### src/rtl/poliriscv_pkg.sv
// Shared definitions for the instruction-memory boot loader: frame field
// widths, the default frame start marker and the loader state encoding.
package poliriscv_pkg;

    localparam int LEN_W = 16;   // frame length field, in 32-bit words
    localparam int CHK_W = 8;    // frame checksum field (XOR of data bytes)

    localparam logic [7:0] DEFAULT_SYNC_BYTE = 8'hA5;

    typedef enum logic [2:0] {
        ST_SYNC   = 3'd0,
        ST_LEN_LO = 3'd1,
        ST_LEN_HI = 3'd2,
        ST_DATA   = 3'd3,
        ST_CHECK  = 3'd4,
        ST_DONE   = 3'd5,
        ST_ERROR  = 3'd6
    } loader_state_e;

endpackage

### src/rtl/byte_packer.sv
// Packs a stream of bytes little-endian into 32-bit words. The lane a byte
// lands in is byte_idx; word_valid pulses for one cycle after lane 3 fills,
// with the completed word on the word output in that same cycle.
module byte_packer (
    input  logic        clk,
    input  logic        rst,
    input  logic [7:0]  byte_in,
    input  logic        strobe,
    input  logic        clear,
    output logic [31:0] word,
    output logic        word_valid,
    output logic        last_lane
);

    logic [1:0]  byte_idx_q, byte_idx_d;
    logic [31:0] word_q, word_d;
    logic        word_valid_q, word_valid_d;

    // Next-state: clear restarts at lane 0, a strobe writes the current lane.
    always_comb begin
        byte_idx_d   = byte_idx_q;
        word_d       = word_q;
        word_valid_d = 1'b0;
        if (clear) begin
            byte_idx_d = 2'd0;
        end else if (strobe) begin
            case (byte_idx_q)
                2'd0:    word_d[7:0]   = byte_in;
                2'd1:    word_d[15:8]  = byte_in;
                2'd2:    word_d[23:16] = byte_in;
                default: word_d[31:24] = byte_in;
            endcase
            byte_idx_d   = byte_idx_q + 2'd1;
            word_valid_d = (byte_idx_q == 2'd3);
        end
    end

    // Packer registers; reset drops any partial word.
    always_ff @(posedge clk) begin
        if (rst) begin
            byte_idx_q   <= 2'd0;
            word_q       <= 32'd0;
            word_valid_q <= 1'b0;
        end else begin
            byte_idx_q   <= byte_idx_d;
            word_q       <= word_d;
            word_valid_q <= word_valid_d;
        end
    end

    assign word       = word_q;
    assign word_valid = word_valid_q;
    assign last_lane  = (byte_idx_q == 2'd3);

endmodule

### src/rtl/imem_loader.sv
// Boot-time loader: parses framed bytes (SYNC, LEN_LO, LEN_HI, LEN*4 data,
// CHK), writes packed words into instruction memory and holds the core in
// reset until a frame has loaded with a matching checksum.
//
// Handshake: a byte transfers on a rising edge where in_valid && in_ready;
// in_ready is registered and only depends on reset, never on in_valid.
module imem_loader
    import poliriscv_pkg::*;
#(
    parameter int         instructions = 256,
    parameter logic [7:0] SYNC_BYTE    = DEFAULT_SYNC_BYTE,
    parameter int         AW           = $clog2(instructions)
) (
    input  logic          clk,
    input  logic          rst,
    input  logic [7:0]    in_data,
    input  logic          in_valid,
    output logic          in_ready,
    output logic          imem_we,
    output logic [AW-1:0] imem_addr,
    output logic [31:0]   imem_wdata,
    output logic          core_rst,
    output logic          load_done,
    output logic          load_err,
    output logic [AW:0]   words_loaded,
    output loader_state_e dbg_state
);

    loader_state_e    state_q, state_d;
    logic [LEN_W-1:0] len_q, len_d;
    logic [CHK_W-1:0] chk_q, chk_d;
    logic [AW:0]      word_cnt_q, word_cnt_d;
    logic [AW:0]      words_loaded_q, words_loaded_d;
    logic [AW-1:0]    imem_addr_q, imem_addr_d;
    logic             in_ready_q, in_ready_d;
    logic             load_done_q, load_done_d;
    logic             load_err_q, load_err_d;
    logic             core_rst_q, core_rst_d;

    logic             accept;
    logic             is_sync;
    logic             start_frame;
    logic             last_lane;
    logic [LEN_W-1:0] len_full;

    assign accept   = in_valid && in_ready_q;
    assign is_sync  = (in_data == SYNC_BYTE);
    assign len_full = {in_data, len_q[7:0]};
    assign start_frame = accept && is_sync &&
                         ((state_q == ST_SYNC) || (state_q == ST_DONE) || (state_q == ST_ERROR));

    byte_packer u_packer (
        .clk        (clk),
        .rst        (rst),
        .byte_in    (in_data),
        .strobe     (accept && (state_q == ST_DATA)),
        .clear      (start_frame),
        .word       (imem_wdata),
        .word_valid (imem_we),
        .last_lane  (last_lane)
    );

    // Frame parser next-state; every transition is gated by byte acceptance.
    always_comb begin
        state_d        = state_q;
        len_d          = len_q;
        chk_d          = chk_q;
        word_cnt_d     = word_cnt_q;
        words_loaded_d = words_loaded_q;
        imem_addr_d    = imem_addr_q;
        in_ready_d     = 1'b1;
        load_done_d    = load_done_q;
        load_err_d     = load_err_q;
        // The core leaves reset one edge after load_done rises.
        core_rst_d     = ~load_done_q;
        if (accept) begin
            case (state_q)
                ST_SYNC, ST_DONE, ST_ERROR: begin
                    if (is_sync) begin
                        state_d        = ST_LEN_LO;
                        chk_d          = '0;
                        word_cnt_d     = '0;
                        words_loaded_d = '0;
                        load_done_d    = 1'b0;
                        load_err_d     = 1'b0;
                        core_rst_d     = 1'b1;
                    end
                end
                ST_LEN_LO: begin
                    len_d[7:0] = in_data;
                    state_d    = ST_LEN_HI;
                end
                ST_LEN_HI: begin
                    len_d = len_full;
                    if (len_full > LEN_W'(instructions)) begin
                        state_d    = ST_ERROR;
                        load_err_d = 1'b1;
                    end else if (len_full == '0) begin
                        state_d = ST_CHECK;
                    end else begin
                        state_d = ST_DATA;
                    end
                end
                ST_DATA: begin
                    chk_d = chk_q ^ in_data;
                    if (last_lane) begin
                        imem_addr_d    = word_cnt_q[AW-1:0];
                        word_cnt_d     = word_cnt_q + 1'b1;
                        words_loaded_d = word_cnt_q + 1'b1;
                        if ((LEN_W'(word_cnt_q) + 1'b1) == len_q) begin
                            state_d = ST_CHECK;
                        end
                    end
                end
                ST_CHECK: begin
                    if (in_data == chk_q) begin
                        state_d     = ST_DONE;
                        load_done_d = 1'b1;
                    end else begin
                        state_d    = ST_ERROR;
                        load_err_d = 1'b1;
                    end
                end
                default: state_d = ST_SYNC;
            endcase
        end
    end

    // Loader state and registered outputs.
    always_ff @(posedge clk) begin
        if (rst) begin
            state_q        <= ST_SYNC;
            len_q          <= '0;
            chk_q          <= '0;
            word_cnt_q     <= '0;
            words_loaded_q <= '0;
            imem_addr_q    <= '0;
            in_ready_q     <= 1'b0;
            load_done_q    <= 1'b0;
            load_err_q     <= 1'b0;
            core_rst_q     <= 1'b1;
        end else begin
            state_q        <= state_d;
            len_q          <= len_d;
            chk_q          <= chk_d;
            word_cnt_q     <= word_cnt_d;
            words_loaded_q <= words_loaded_d;
            imem_addr_q    <= imem_addr_d;
            in_ready_q     <= in_ready_d;
            load_done_q    <= load_done_d;
            load_err_q     <= load_err_d;
            core_rst_q     <= core_rst_d;
        end
    end

    assign in_ready     = in_ready_q;
    assign imem_addr    = imem_addr_q;
    assign core_rst     = core_rst_q;
    assign load_done    = load_done_q;
    assign load_err     = load_err_q;
    assign words_loaded = words_loaded_q;
    assign dbg_state    = state_q;

endmodule

### config.mk
export PLATFORM = sky130hd
export DESIGN_NAME = imem_loader
export DESIGN_NICKNAME = d
export VERILOG_FILES = /design/src/rtl/poliriscv_pkg.sv /design/src/rtl/byte_packer.sv /design/src/rtl/imem_loader.sv
export SDC_FILE = /design/constraint.sdc
export NUM_CORES = 1
export LEC_CHECK = 0
export CAP_MARGIN = 30
export CORE_ASPECT_RATIO = 1.1
export CORE_UTILIZATION = 42
export CTS_BUF_LIST = sky130_fd_sc_hd__clkbuf_4
export DETAILED_ROUTE_END_ITERATION = 6
export MAX_ROUTING_LAYER = met4
export PLACE_DENSITY = 0.63
export SKIP_LAST_GASP = 1
export SLEW_MARGIN = 30
export SYNTH_ARGS = -nofsm -noshare
export SYNTH_HDL_FRONTEND = slang
export SYNTH_HIERARCHICAL = 1
export SYNTH_SLANG_ARGS = --single-unit
### constraint.sdc
create_clock -name clk -period 3.14 [get_ports clk]
set_input_delay 0.628 -clock clk [delete_from_list [all_inputs] [get_ports clk]]
set_output_delay 0.628 -clock clk [all_outputs]
set_load 0.005 [all_outputs]
==> metrics.cfg, run 1 <==
[synthesis]
synth-seq-area-share_pct = 41.8
synth.distinct_cells = 49
async_flop_share_pct = 0
synth_area_per_cell_um2 = 8.96
synth_ff_type = dfxtp_1
yosys_warnings = 6
synth_edf_count = 0
synth.net_count = 461
ys_ff_latch = 83
syn_area_mm2 = 0.00398
syn_inst = 444

[detailed_routing]
drt-vias-per-instance = 5.34
wl_per_cell_um = 15.2
drc_errors = 0
first_pass_iters = 5
routed_wirelength_mm = 9.61
vias = 3372
first_iter_violations = 157
ant_nets = 0

[worst_hold_path]
hold_class = flip-flop to flip-flop
min_path_cells = 2
hold_start = imem_addr[6]

[setup_path]
rrSetupSlack_ns = 0.48
endpoint_kind = flip-flop
r2r-start = u_packer/byte_idx_q[0]
critPathMaxFanout = 5
r2r_cells = 7
crit_required_ns = 3.45
cp-start-kind = flip-flop
worst-endpoint-arrival_ns = 2.98
path_class = flip-flop to flip-flop
crit_path_start = u_packer/byte_idx_q[0]

[clock_network]
ctsResizeCount = 0
postCtsSetupBuffers = 0
root_buffer = clkbuf_4
worstSkewPairLatency_ns = 0.43
cts_tree = built
cts_max_path_buffers = 2
ctsHoldBuffers = 0
numClockSinks = 83
cts_max_level = 3
clkTransAtPathRegs_ns = 0.13
cts_buffers = 9

[die]
die_h_um = 104
num_io_pins = 68
core_region_area_mm2 = 0.00901
fp.dieArea_mm2 = 0.00986
start_util_pct = 44.2
rows = 36
die_w_um = 94.8

[layout]
layout-drive-gt1-share_pct = 7.74
multi_input_area_mm2 = 0.00216
fill_cells = 854
syn_to_final_growth_pct = 24.3
seqCellArea_mm2 = 0.00166
num-nets-final = 529
stdcell_area_mm2 = 0.00494
num_antenna_cells = 0

[power_and_ir_drop]
ir_drop_mv = 0.159
p_per_area_mw_per_mm2 = 371
power_w = 0.00183
leakage_nw = 1.93

[placement]
place_area_mm2 = 0.00478
port_buffers = 67
dp_hpwl_mm = 6.85
gp_congestion = 0.860

[sta]
timing.hold.ws_ns = 0.462
slew_viol_final = 0
fin_crit_sh_pct = 84.8
tightest_slew_ns = 0.663
fmax_mhz = 376
setup_tns_ns = 0
skew_ns = 0.0172
final-setup-viol-count = 0
slew_headroom_pct = 55.8
hold_viol = 0
min_period_ns = 2.66
rsz0062_at_grt = false

[grt]
grt_pass1_wl_mm = 16.1
gr-total-overflow = 0
grt_pass1_vias = 3248
grt.total_usage_pct = 21.1
grt_max_degree = 51
antenna_found_initial = 0

[run_status]
outcome = finished, final reports clean

[flow_run]
cap_violations = 0

per-layer routing:
| layer | global-route usage (%) | up-vias | wire [um] |
|---|---|---|---|
| met4 | 7.03 | 0 | 150 |
| li1 | - | 1686 | - |
| met3 | 2.85 | 12 | 440 |
| met1 | 27.8 | 1576 | 4510 |
| met5 | - | - | 0 |
| met2 | 32.9 | 98 | 4510 |
sequential cells by signal (all words and copies together), names as in the netlist:
signal / count
u_packer/word: 32
len_q: 16
words_loaded: 9
chk_q: 8
imem_addr: 8
dbg_state: 3
u_packer/byte_idx_q: 2
core_rst: 1
in_ready: 1
load_done: 1
load_err: 1
u_packer/word_valid: 1
per-stage QoR:
stage | utilization (%) | setup WS (ns) | cells
2_1_floorplan | - | 0.729 | 444
3_3_place_gp | 53.1 | 0.253 | 615
3_5_place_dp | 53.1 | 0.212 | 615
4_1_cts | 54.9 | 0.473 | 631
5_1_grt | 54.9 | 0.237 | 631
6_report | 54.9 | 0.479 | 631
synth_stat cells, types with 4 or more instances:
cell       n  area, um^2
dfxtp_1   83        1660
mux2i_1   49         490
nand2b_1  43         269
nor2_1    42         158
a21oi_1   31         155
nand2_1   29         109
o21ai_0   22         110
clkbuf_1  19        71.3
xnor2_1   19         166
nand3b_1  16         120
nor3_1     9        45.0
nand3_1    8        40.0
nand4_1    7        43.8
ha_1       6        75.1
inv_1      6        22.5
or3_1      6        37.5
a31oi_1    4        25.0
buf_2      4        20.0
final timing paths:
path / to
max: dbg_state[0]
min: imem_addr[6]
max reg2reg: dbg_state[0]
min reg2reg: imem_addr[6]
cell usage in the layout, fill, tap and decap left out, drive strengths merged, types with 2 or more instances in the layout:
cell	instances
or4b	2
or4	4
mux2i	49
a21oi	32
nand3	8
ha	6
xnor2	19
nand4	7
clkinv	4
inv	6
buf	18
a31oi	4
a211oi	2
nand3b	17
nand2b	43
clkbuf	9
nor2	43
and3b	2
nand2	29
o21ai	23
and3	2
nor4	3
clkdlybuf4s50	66
and2	2
nor3	9
xor2	3
dfxtp	83
or3	6
bufinv	2
worst max-delay path: stages, from the launching register on:
cell     delay, ns
dfxtp_1       0.45
ha_1          0.31
or4b_1        0.46
nor4_1        0.29
nand4_1       0.19
or3_1         0.40
o41ai_1       0.34
a21oi_1       0.12
power by group:
part	switching [W]	total (W)	leakage [nW]	internal [W]
clock network	0.000374	0.000694	0.0812	0.000320
logic	0.0000474	0.0000835	1.18	0.0000361
registers	0.00000153	0.00106	0.669	0.00105
kinds of logic after synthesis:
logic type	share of synthesized area, %
and+or+nand+nor	25.8
DFF	41.8
xor gates and xnor gates	4.84
adders and majority gates	1.89
muxes	12.3
buffers and inverters	3.81
AOI/OAI and AO/OA	9.59
area by class of cell:
type                       count  area share (%)
clock buffer                   9            1.37
clock inverter                 7            1.87
inverter                       6           0.455
multi-input combinational    328            43.8
sequential                    83            33.6
tap                          114            2.88
timing repair buffer          84            16.0
Power figures use the tool's default switching activity.
==> run 2: changes to the inputs <==
--- a/config.mk
+++ b/config.mk
@@ -11,7 +11,7 @@
 export CTS_BUF_LIST = sky130_fd_sc_hd__clkbuf_4
 export DETAILED_ROUTE_END_ITERATION = 6
 export MAX_ROUTING_LAYER = met4
-export PLACE_DENSITY = 0.63
+export PLACE_DENSITY = 0.65
 export SKIP_LAST_GASP = 1
 export SLEW_MARGIN = 30
 export SYNTH_ARGS = -nofsm -noshare
==> constraint.sdc (replaced) <==
create_clock -name clk -period 2.4 [get_ports clk]
set_input_delay 0.48 -clock clk [delete_from_list [all_inputs] [get_ports clk]]
set_output_delay 0.48 -clock clk [all_outputs]
set_load 0.005 [all_outputs]
==> metrics.cfg, run 2 (synthesized netlist as in run 1, its figures left out) <==
[clock_network]
numClockSinks = 83  ; unchanged
cts_max_path_buffers = 2  ; unchanged
worstSkewPairLatency_ns = 0.43  ; about the same
cts_tree = built  ; unchanged
postCtsSetupBuffers = 0  ; unchanged
clkTransAtPathRegs_ns = 0.14  ; was 0.13 ns
root_buffer = clkbuf_4  ; unchanged
cts_max_level = 3  ; unchanged
cts_buffers = 9  ; unchanged
ctsHoldBuffers = 0  ; unchanged

[grt]
grt_pass1_vias = 3419  ; was 3248
grt_max_degree = 45  ; was 51
grt.total_usage_pct = 22.1  ; was 21.1%
gr-total-overflow = 0  ; unchanged
antenna_found_initial = 0  ; unchanged
grt_pass1_wl_mm = 16.7  ; was 16.1 mm

[setup_path]
crit_required_ns = 2.72  ; was 3.45 ns
cp-start-kind = flip-flop  ; unchanged
critPathMaxStageDelay_ns = 0.47  ; was 0.46 ns
critPathMaxFanout = 2  ; was 5
endpoint_kind = flip-flop  ; unchanged
path_class = flip-flop to flip-flop  ; unchanged
cp_cell_sequence = ha_2 -> or4b_4 -> nor4_4 -> buf_4 -> nand4_1 -> or3_4 -> o41ai_4 -> a21oi_1  ; was ha_1 -> or4b_1 -> nor4_1 -> nand4_1 -> or3_1 -> o41ai_1 -> a21oi_1
slowest_stage = or4b_4  ; was or4b_1
worst-endpoint-arrival_ns = 2.60  ; was 2.98 ns

[layout]
num_antenna_cells = 0  ; unchanged
fill_cells = 853  ; was 854
stdcell_area_mm2 = 0.00518  ; was 0.00494 mm^2
syn_to_final_growth_pct = 30.2  ; was 24.3%
layout.cells.non_filler = 653  ; was 631
largest_reg_flops = 32  ; unchanged
layout_common_cells = dfxtp_1, clkdlybuf4s50_1, mux2i_1  ; unchanged
final_common_cell = dfxtp_1  ; unchanged
multi_input_area_mm2 = 0.00221  ; was 0.00216 mm^2
seqCellArea_mm2 = 0.00166  ; about the same
layout-drive-gt1-share_pct = 13.2  ; was 7.74%
num-nets-final = 551  ; was 529

[placement]
gp_congestion = 0.891  ; was 0.860
dp_hpwl_mm = 7.36  ; was 6.85 mm
port_buffers = 67  ; unchanged
place_area_mm2 = 0.00499  ; was 0.00478 mm^2
place_inst = 637  ; was 615

[sta]
min_period_ns = 2.28  ; was 2.66 ns
final-setup-viol-count = 0  ; unchanged
slew_headroom_pct = 53.2  ; was 55.8%
tightest_slew_ns = 0.702  ; was 0.663 ns
fmax_mhz = 439  ; was 376 MHz
slew_viol_final = 0  ; unchanged
fin_crit_sh_pct = 95.0  ; was 84.8%
skew_ns = 0.0174  ; was 0.0172 ns
rsz0062_at_grt = true  ; was false
hold_viol = 0  ; unchanged

[detailed_routing]
routed_wirelength_mm = 10.1  ; was 9.61 mm
drt-vias-per-instance = 5.38  ; was 5.34
wl_per_cell_um = 15.5  ; was 15.2 um
first_iter_violations = 167  ; was 157
vias = 3510  ; was 3372
first_pass_iters = 5  ; unchanged
drc_errors = 0  ; unchanged
ant_nets = 0  ; unchanged

[power_and_ir_drop]
power_w = 0.00235  ; was 0.00183 W
leakage_nw = 2.06  ; was 1.93 nW
ir_drop_mv = 0.307  ; was 0.159 mV
p_per_area_mw_per_mm2 = 454  ; was 371 mW/mm^2

[die]
core_region_area_mm2 = 0.00901  ; unchanged
fp.dieArea_mm2 = 0.00986  ; unchanged
num_io_pins = 68  ; unchanged
die_h_um = 104  ; unchanged
rows = 36  ; unchanged
die_w_um = 94.8  ; unchanged
start_util_pct = 44.2  ; unchanged

[flow_run]
cap_violations = 0  ; unchanged

[worst_hold_path]
hold_class = flip-flop to flip-flop  ; unchanged

[run_status]
outcome = finished, final reports clean  ; unchanged

run 2: worst max-delay path: cells and delay by family (launching register included):
kind / cells / cell delay (ns)
adder cells (fa/ha/maj): 1 / 0.18
AND/OR/NAND/NOR: 4 / 1.15
buffers and inverters: 1 / 0.15
AO/OA/AOI/OAI: 2 / 0.33
flip-flops: 1 / 0.36
run 2: repair_timing:
| item | 4_1_cts | 5_1_grt |
|---|---|---|
| resized for setup | 1 | 8 |
| endpoints found under the setup margin | 2 | 2 |
| pin swaps | 0 | 1 |
| hold endpoints to repair | 0 | 0 |
run 2: path summary, 6_finish.rpt:
check	from	to	slack [ns]	cells after the start
hold / removal	load_done	core_rst	0.45	1
hold reg to reg	load_done	core_rst	0.45	1
setup / recovery	u_packer/byte_idx_q[0]	dbg_state[0]	0.12	8
setup reg to reg	u_packer/byte_idx_q[0]	dbg_state[0]	0.12	8
run 2: where the power goes:
group | leakage (nW) | internal (W) | switching (W)
logic | 1.31 | 0.0000550 | 0.0000651
registers | 0.670 | 0.00138 | 0.00000174
clock network | 0.0729 | 0.000325 | 0.000525
run 2: per-layer routing:
layer | track usage [%] | part of all wire [%]
met3 | 3.36 | 5.6
met5 | - | 0
met4 | 7.03 | 1.4
met1 | 28.7 | 45
met2 | 34.9 | 48
run 2: final cells by class:
| class | count | area share, % |
|---|---|---|
| multi-input cells | 328 | 42.7 |
| inverters | 6 | 0.435 |
| flip-flops and latches | 83 | 32.1 |
| clock buffers | 9 | 1.30 |
| well taps | 114 | 2.75 |
| repair buffers | 106 | 19.2 |
| clock inverters | 7 | 1.47 |
run 2: per-stage QoR:
step                util, %  hold slack, ns   TNS, ns  setup slack [ns]
finish                 57.5           0.451         0             0.121
global route           57.5           0.469  -0.00652          -0.00652
CTS                    57.0           0.452         0            0.0349
detailed placement     55.4           0.412    -10.28            -0.301
global placement       55.4           0.409     -8.66            -0.289
floorplan                 -           0.397         0             0.137
==> run 3: changes to the inputs <==
--- a/config.mk
+++ b/config.mk
@@ -5,13 +5,15 @@
 export SDC_FILE = /design/constraint.sdc
 export NUM_CORES = 1
 export LEC_CHECK = 0
-export CAP_MARGIN = 30
+export CAP_MARGIN = 20
 export CORE_ASPECT_RATIO = 1.1
+export CORE_MARGIN = 2
 export CORE_UTILIZATION = 42
 export CTS_BUF_LIST = sky130_fd_sc_hd__clkbuf_4
 export DETAILED_ROUTE_END_ITERATION = 6
 export MAX_ROUTING_LAYER = met4
 export PLACE_DENSITY = 0.65
+export REMOVE_ABC_BUFFERS = 1
 export SKIP_LAST_GASP = 1
 export SLEW_MARGIN = 30
 export SYNTH_ARGS = -nofsm -noshare
==> metrics.cfg, run 3 (synthesized netlist as in run 1, its figures left out) <==
[sta]
fin_crit_sh_pct = 96.0  ; was 95.0%
fin_ws_ns = 0.0956  ; was 0.121 ns
tightest_slew_ns = 0.477  ; was 0.702 ns
skew_ns = 0.0187  ; was 0.0174 ns
slew_headroom_pct = 68.0  ; was 53.2%
hold_viol = 0  ; unchanged
rsz0062_at_grt = true  ; unchanged
slew_viol_final = 0  ; unchanged
min_period_ns = 2.30  ; was 2.28 ns
timing.hold.ws_ns = 0.385  ; was 0.451 ns
fmax_mhz = 434  ; was 439 MHz
final-setup-viol-count = 0  ; unchanged

[detailed_routing]
ant_nets = 0  ; unchanged
drc_errors = 0  ; unchanged
first_iter_violations = 201  ; was 167
routed_wirelength_mm = 10.0  ; was 10.1 mm
drt-vias-per-instance = 5.33  ; was 5.38
vias = 3470  ; was 3510
wl_per_cell_um = 15.4  ; was 15.5 um
first_pass_iters = 4  ; was 5

[clock_network]
ctsHoldBuffers = 0  ; unchanged
cts_buffers = 9  ; unchanged
cts_max_level = 3  ; unchanged
clkTransAtPathRegs_ns = 0.14  ; about the same
cts_max_path_buffers = 2  ; unchanged
root_buffer = clkbuf_4  ; unchanged
cts_tree = built  ; unchanged
numClockSinks = 83  ; unchanged
worstSkewPairLatency_ns = 0.45  ; was 0.43 ns

[setup_path]
endpoint_kind = flip-flop  ; unchanged
cp-start-kind = input pin  ; was flip-flop
critPathMaxFanout = 4  ; was 2
worst-endpoint-arrival_ns = 2.65  ; was 2.60 ns
crit_required_ns = 2.74  ; was 2.72 ns
path_class = input pin to flip-flop  ; was flip-flop to flip-flop

[layout]
layout_common_cells = dfxtp_1, clkdlybuf4s50_1, mux2i_1  ; unchanged
layout-drive-gt1-share_pct = 11.4  ; was 13.2%
largest_reg_flops = 32  ; unchanged
syn_to_final_growth_pct = 28.3  ; was 30.2%
num_antenna_cells = 0  ; unchanged
num-nets-final = 546  ; was 551
final_common_cell = dfxtp_1  ; unchanged

[die]
core_region_area_mm2 = 0.00931  ; was 0.00901 mm^2
fp.dieArea_mm2 = 0.0103  ; was 0.00986 mm^2
rows = 37  ; was 36
start_util_pct = 42.7  ; was 44.2%
num_io_pins = 68  ; unchanged
die_w_um = 96.8  ; was 94.8 um
die_h_um = 106  ; was 104 um

[placement]
dp_hpwl_mm = 7.23  ; was 7.36 mm
dpl_worst_slack_ns = -0.467  ; was -0.301 ns
port_buffers = 67  ; unchanged
gp_congestion = 0.875  ; was 0.891

[power_and_ir_drop]
p_per_area_mw_per_mm2 = 454  ; about the same
leakage_nw = 2.04  ; was 2.06 nW
ir_drop_mv = 0.276  ; was 0.307 mV

[grt]
antenna_found_initial = 0  ; unchanged
grt_max_degree = 44  ; was 45
grt.total_usage_pct = 20.7  ; was 22.1%
grt_pass1_vias = 3426  ; was 3419
gr-total-overflow = 0  ; unchanged
grt_pass1_wl_mm = 16.8  ; was 16.7 mm

[worst_hold_path]
hold_class = input pin to flip-flop  ; was flip-flop to flip-flop

[flow_run]
cap_violations = 0  ; unchanged

[run_status]
outcome = finished, final reports clean  ; unchanged

-- run 3: path summary, 6_finish.rpt --
kind	from	endpoint	slack [ns]	cells after the start
worst min register to register	load_done	core_rst	0.43	1
worst min-delay path	rst	len_q[7]	0.39	2
worst max-delay path	in_data[1]	dbg_state[2]	0.1	7
worst max register to register	u_packer/byte_idx_q[0]	dbg_state[1]	0.14	7
-- run 3: what timing repair did --
action                     CTS  global route
resized for setup            1             1
setup endpoints to repair    2             2
buffers inserted             0             0
-- run 3: worst max-delay path: stages --
cell	delay, ns
clkdlybuf4s50_1	0.47
or4_4	0.60
nor4_1	0.37
nor4bb_1	0.27
o21ai_0	0.16
a22oi_1	0.20
a21oi_1	0.09
-- run 3: routing by layer --
| layer | vias to the layer above | wire length, um | GRT usage (%) |
|---|---|---|---|
| met5 | - | 0 | - |
| met3 | 14 | 380 | 3.22 |
| met2 | 91 | 4970 | 34.8 |
| met4 | 0 | 170 | 9.05 |
| met1 | 1654 | 4480 | 24.7 |
| li1 | 1711 | - | - |
-- run 3: layout make-up --
cell class	instances	area (um^2)
Fill cell	859	4200
Multi-Input combinational cell	328	2180
Sequential cell	83	1660
Timing Repair Buffer	101	958
Tap cell	117	146
Clock buffer	11	82.6
Clock inverter	5	53.8
Inverter	6	22.5
-- run 3: report_power, final --
| group | internal (W) | switching [W] | leakage, nW |
|---|---|---|---|
| logic | 0.0000515 | 0.0000648 | 1.29 |
| registers | 0.00138 | 0.00000198 | 0.669 |
| clock network | 0.000338 | 0.000482 | 0.0806 |
| total | 0.00177 | 0.000549 | 2.04 |
-- run 3: per-stage QoR --
| stage | utilization, % | total power, W | cells | cell area (um^2) | TNS [ns] |
|---|---|---|---|---|---|
| finish | 54.8 | 0.00232 | 651 | 5100 | 0 |
| global placement | 53.2 | 0.00153 | 635 | 4950 | -12.26 |
| detailed placement | 53.2 | 0.00153 | 635 | 4950 | -12.88 |
| global route | 54.8 | 0.00241 | 651 | 5100 | -0.0235 |
| CTS | 54.8 | 0.00235 | 651 | 5100 | 0 |
| floorplan | - | 0.00144 | 417 | 3850 | -0.340 |
